$ cat src/rtl/if_fetch.sv
// Instruction fetch unit: owns the PC, issues word requests to instruction memory and buffers
// the returned words in a small FIFO that feeds decode.
module if_fetch #(
    parameter logic [31:0] RESET_ADDR = 32'h0000_0000,
    parameter int unsigned FIFO_DEPTH = 2,
    parameter logic [31:0] NOP_INST   = 32'h0000_0013
) (
    input  logic        clk,
    input  logic        rst,
    input  logic        jump_en_i,
    input  logic [31:0] jump_addr_i,
    input  logic        hold_i,
    output logic        imem_req_o,
    output logic [31:0] imem_addr_o,
    input  logic        imem_gnt_i,
    input  logic        imem_rvalid_i,
    input  logic [31:0] imem_rdata_i,
    output logic        inst_valid_o,
    output logic [31:0] inst_o,
    output logic [31:0] inst_addr_o
);

    localparam int unsigned PW = $clog2(FIFO_DEPTH);
    localparam int unsigned CW = PW + 1;
    localparam logic [CW:0]   DEPTH_W = (CW + 1)'(FIFO_DEPTH);
    localparam logic [CW-1:0] FULL    = CW'(FIFO_DEPTH);

    logic [31:0]   pc_q, pc_d;
    logic [CW-1:0] outstanding_q, outstanding_d;
    logic [CW-1:0] kill_cnt_q, kill_cnt_d;
    logic [CW-1:0] count_q, count_d;
    logic [PW-1:0] wr_ptr_q, wr_ptr_d, rd_ptr_q, rd_ptr_d;
    logic [PW-1:0] aq_wr_q, aq_wr_d, aq_rd_q, aq_rd_d;

    logic [31:0] inst_mem_q [FIFO_DEPTH];
    logic [31:0] addr_mem_q [FIFO_DEPTH];
    logic [31:0] aq_mem_q   [FIFO_DEPTH];

    logic        issue, push, pop, kill;
    logic [CW:0] credit_used;

    always_comb begin
        inst_valid_o = (count_q != '0);
        inst_o       = inst_valid_o ? inst_mem_q[rd_ptr_q] : NOP_INST;
        inst_addr_o  = inst_valid_o ? addr_mem_q[rd_ptr_q] : 32'h0;
        imem_addr_o  = pc_q;
    end

    // Credit counts the slot freed by this cycle's pop so a full-rate stream never bubbles.
    always_comb begin
        pop         = inst_valid_o && !hold_i;
        credit_used = {1'b0, outstanding_q} + {1'b0, count_q} - (CW + 1)'(pop);
        imem_req_o  = !rst && !jump_en_i && (credit_used < DEPTH_W);
        issue       = imem_req_o && imem_gnt_i;
        kill        = (kill_cnt_q != '0);
        push        = imem_rvalid_i && !kill && !jump_en_i;
    end

    always_comb begin
        pc_d          = pc_q;
        kill_cnt_d    = kill_cnt_q;
        wr_ptr_d      = wr_ptr_q;
        rd_ptr_d      = rd_ptr_q;
        aq_wr_d       = aq_wr_q;
        aq_rd_d       = aq_rd_q;
        outstanding_d = outstanding_q + CW'(issue) - CW'(imem_rvalid_i);
        count_d       = count_q + CW'(push) - CW'(pop);

        if (issue) begin
            pc_d    = pc_q + 32'd4;
            aq_wr_d = aq_wr_q + PW'(1);
        end
        // Killed responses still consume their address-queue entry to keep it in order.
        if (imem_rvalid_i) begin
            aq_rd_d = aq_rd_q + PW'(1);
            if (kill) begin
                kill_cnt_d = kill_cnt_q - CW'(1);
            end
        end
        if (push) begin
            wr_ptr_d = wr_ptr_q + PW'(1);
        end
        if (pop) begin
            rd_ptr_d = rd_ptr_q + PW'(1);
        end

        if (jump_en_i) begin
            pc_d       = {jump_addr_i[31:2], 2'b00};
            kill_cnt_d = outstanding_d;
            count_d    = '0;
            wr_ptr_d   = '0;
            rd_ptr_d   = '0;
        end
    end

    always_ff @(posedge clk or posedge rst) begin
        if (rst) begin
            pc_q          <= RESET_ADDR;
            outstanding_q <= '0;
            kill_cnt_q    <= '0;
            count_q       <= '0;
            wr_ptr_q      <= '0;
            rd_ptr_q      <= '0;
            aq_wr_q       <= '0;
            aq_rd_q       <= '0;
        end else begin
            pc_q          <= pc_d;
            outstanding_q <= outstanding_d;
            kill_cnt_q    <= kill_cnt_d;
            count_q       <= count_d;
            wr_ptr_q      <= wr_ptr_d;
            rd_ptr_q      <= rd_ptr_d;
            aq_wr_q       <= aq_wr_d;
            aq_rd_q       <= aq_rd_d;
        end
    end

    always_ff @(posedge clk) begin
        if (issue) begin
            aq_mem_q[aq_wr_q] <= pc_q;
        end
        if (push) begin
            inst_mem_q[wr_ptr_q] <= imem_rdata_i;
            addr_mem_q[wr_ptr_q] <= aq_mem_q[aq_rd_q];
        end
    end

    assert property (@(posedge clk) disable iff (rst) imem_rvalid_i |-> (outstanding_q != '0));
    assert property (@(posedge clk) disable iff (rst) (push && (count_q == FULL)) |-> pop);

endmodule
$ cat config.mk
export PLATFORM = sky130hd
export DESIGN_NAME = if_fetch
export DESIGN_NICKNAME = d
export VERILOG_FILES = /design/src/rtl/if_fetch.sv
export SDC_FILE = /design/constraint.sdc
export NUM_CORES = 1
export LEC_CHECK = 0
export ABC_CLOCK_PERIOD_IN_PS = 6250
export CAP_MARGIN = 20
export CORE_MARGIN = 2
export CORE_UTILIZATION = 48
export CTS_BUF_LIST = sky130_fd_sc_hd__clkbuf_2 sky130_fd_sc_hd__clkbuf_4 sky130_fd_sc_hd__clkbuf_8
export CTS_CLUSTER_SIZE = 28
export DETAILED_ROUTE_END_ITERATION = 12
export GPL_ROUTABILITY_DRIVEN = 0
export PLACE_DENSITY = 0.85
export SLEW_MARGIN = 20
export SYNTH_ARGS = -nofsm -noshare
export SYNTH_HDL_FRONTEND = slang
export SYNTH_SLANG_ARGS = --single-unit
$ cat constraint.sdc
create_clock -name clk -period 6.25 [get_ports clk]
set_input_delay 0.625 -clock clk [delete_from_list [all_inputs] [get_ports clk]]
set_output_delay 0.625 -clock clk [all_outputs]
set_load 0.01 [all_outputs]
==> metrics.md <==
| Metric | Value |
|---|---|
| Status | finished clean |
| Synth unique cells | 45 |
| Fin util | 0.639 |
| CTS buffer count | 37 |
| RSZ-0062 raised after global routing | no |
| Synthesized area | 9280 um2 |
| Routed WL per cell | 18.1 um |
| Ys async rst share | 0.179 |
| Clock Skews | 0.0135 ns |
| Chip width | 143 um |
| Number of flops mapped to enable cells by yosys | 184 |
| Synthesized flop and latch total | 224 |
| Starting DRT DRC Count | 360 |
| Count of pins over their slew limit | 0 |
| Drt via density | 5.37 |
| CTS tree | yes |
| Syn Inst Count | 633 |
| Peak-usage layer in the global routing report | met2 |
| TNS Setup | 0 ns |
| Number of global-route vias before repair | 5733 |
| Leakage | 4.11 nW |
| Initial antenna violation count | 0 |
| Seq/Total Area, Yosys | 0.703 |
| 1st-pass router iterations | 6 |
| Sink Count | 224 |
| CTS HTree Levels | 2 |
| Detailed Route WL | 20.0 mm |
| Layout cells sized above 1 | 0.145 |
| Largest net degree at the start of global routing | 64 |
| Cts repair resizes | 0 |
| FMAX | 0.260 GHz |
| IO Port Bufs | 161 |
| Drt drc | 0 |
| Critical path capture point type | output pin |
| Worst Path Arrival | 3.22 ns |
| Met3 Track Usage GR | 0.0503 |
| Req. time, crit path | 5.62 ns |
| GRT Util Overall | 0.193 |
| Worst Setup Path Type | primary input to output pin |
| Post-DP HPWL | 12.9 mm |
| Tightest Pin Transition | 1.01 ns |
| YS warnings | 0 |
| Mean Syn Cell Area | 14.7 um2 |
| Yosys top cell area share | 0.595 |
| First-pass GRT wire length | 30.2 mm |
| Layout Nets | 893 |
| Setup Fix Bufs, Post-CTS | 0 |
| Top cells by count, synth | edfxtp_1 (184), nor2_1 (77), mux2i_1 (63) |
| PD cells | 369 nW/um2 |
| Most used DFF post-synth | edfxtp_1 |
| Starting Density | 0.493 |
| CP startpoint | hold_i |
| Max Cap Violations | 0 |
| CP Launch Type | primary input |
| Ranking of synthesized cells by area | edfxtp_1 (60%), dfrtp_1 (11%), mux2i_1 (6.8%), mux2_2 (3.8%), nor2_1 (3.1%) |
| Worst-skew pair later-pin latency | 0.52 ns |
| Worst hold path class | flip-flop to flip-flop |
| Hold_ws | 0.519 ns |
| Worst-path clk slew | 0.06 ns |
| Total die area | 20500 um2 |
| Period utilization | 0.615 |
| Post-CTS Hold Fix Bufs | 0 |
| Synth area leader | edfxtp_1 |
| Core Area | 18800 um2 |
| P&R area growth vs syn | 29.5% |
| Hold Crit Start | aq_wr_q |
| Overflow after GRT | 0 |
| Ant diodes | 0 |
| GR Util met1 | 0.240 |
| Period minus WS final | 3.84 ns |
| Slew HR | 0.327 |
| Clock Path Buffers | 3 |
| Final setup vio count | 0 |
| Layout fillers | 1371 |
| Worst vdd ir | 0.220 mV |
| Top-count cell post-synth | edfxtp_1 |
| Final Hold Fails | 0 |
| Crit Path Max Fanout | 4 |
| Num rows | 50 |
| Met2 Use GR | 0.325 |
| Reg-to-Reg Start | count_q[1] |
| Ports | 168 |
| Via Count | 5925 |
| Post-route ant nets | 0 |
| DIE HEIGHT | 143 um |
| Root Buffer | clkbuf_8 |
worst paths after layout:
path	to	slack (ns)	cells past startpoint
min reg2reg	aq_wr_q	0.52	1
max reg2reg	aq_mem_q[0][27]	2.71	8
min	aq_wr_q	0.52	1
min in group asynchronous	imem_addr_o[4]	0.58	2
max	imem_req_o	2.41	8
max in group asynchronous	rd_ptr_q	4.87	3
layout make-up:
cell class	instances	area, um2	share of cell area
Clock inverter	1	7.51	0.000624
Clock buffer	67	791	0.0658
Inverter	12	45.0	0.00375
Tap cell	260	325	0.0270
Multi-Input combinational cell	367	2610	0.217
Sequential cell	224	6530	0.543
Timing Repair Buffer	173	1720	0.143
per-stage QoR:
step                instance area [um2]  std cells  worst slack [ns]  total power, mW
floorplan                          9300        636              2.15             2.61
detailed placement                11200       1035              2.15             3.13
CTS                               12000       1103              2.41             4.47
global route                      12000       1104              2.22             4.65
finish                            12000       1104              2.41             4.44
global placement                  11200       1035              2.21             3.09
power by group:
part           switching [mW]  total (mW)  internal [mW]
clock                   0.546        1.33          0.787
sequential              0.124        1.93           1.81
combinational           0.589        1.17          0.582
cells by family after synthesis:
family / share of synthesized area
xor+xnor: 0.0159
flops: 0.703
fa+ha+maj: 0.0116
other cells: 0.000404
simple gates: 0.106
mux: 0.106
compound gates: 0.0373
buf+inv: 0.0202
critical path, stage by stage:
cell	delay [ns]
clkdlybuf4s50_1	0.45
nor3_1	0.27
o21ai_0	0.18
fa_1	0.46
xnor2_1	0.19
nor2_1	0.27
and3_1	0.24
clkdlybuf4s50_1	0.54
cell usage in the layout (no fill, tap or decap), types with 9 or more instances in the layout:
| cell type | count |
|---|---|
| buf_4 | 11 |
| clkbuf_4 | 21 |
| clkbuf_8 | 46 |
| clkdlybuf4s50_1 | 161 |
| dfrtp_1 | 39 |
| edfxtp_1 | 184 |
| inv_1 | 12 |
| mux2_2 | 31 |
| mux2i_1 | 63 |
| nand2_1 | 35 |
| nand3_1 | 22 |
| nand4_1 | 12 |
| nor2_1 | 73 |
| o211ai_1 | 9 |
| o21ai_0 | 9 |
| or4_1 | 16 |
| xnor2_1 | 10 |
per-layer routing:
| layer | routed length (um) | part of all wire | vias up |
|---|---|---|---|
| met2 | 9990 | 0.50 | 226 |
| li1 | - | - | 2767 |
| met5 | 0 | 0 | - |
| met3 | 1330 | 0.067 | 38 |
| met4 | 532 | 0.027 | 0 |
| met1 | 8100 | 0.41 | 2894 |
flip-flops by register name (all words and copies together), names as in the netlist:
signal	flops
kill_cnt_q	2
count_q	2
aq_wr_q	1
inst_mem_q	64
rd_ptr_q	1
imem_addr_o	30
aq_mem_q	60
outstanding_q	2
wr_ptr_q	1
addr_mem_q	60
aq_rd_q	1
No activity file was read; power rests on OpenSTA's default activity.
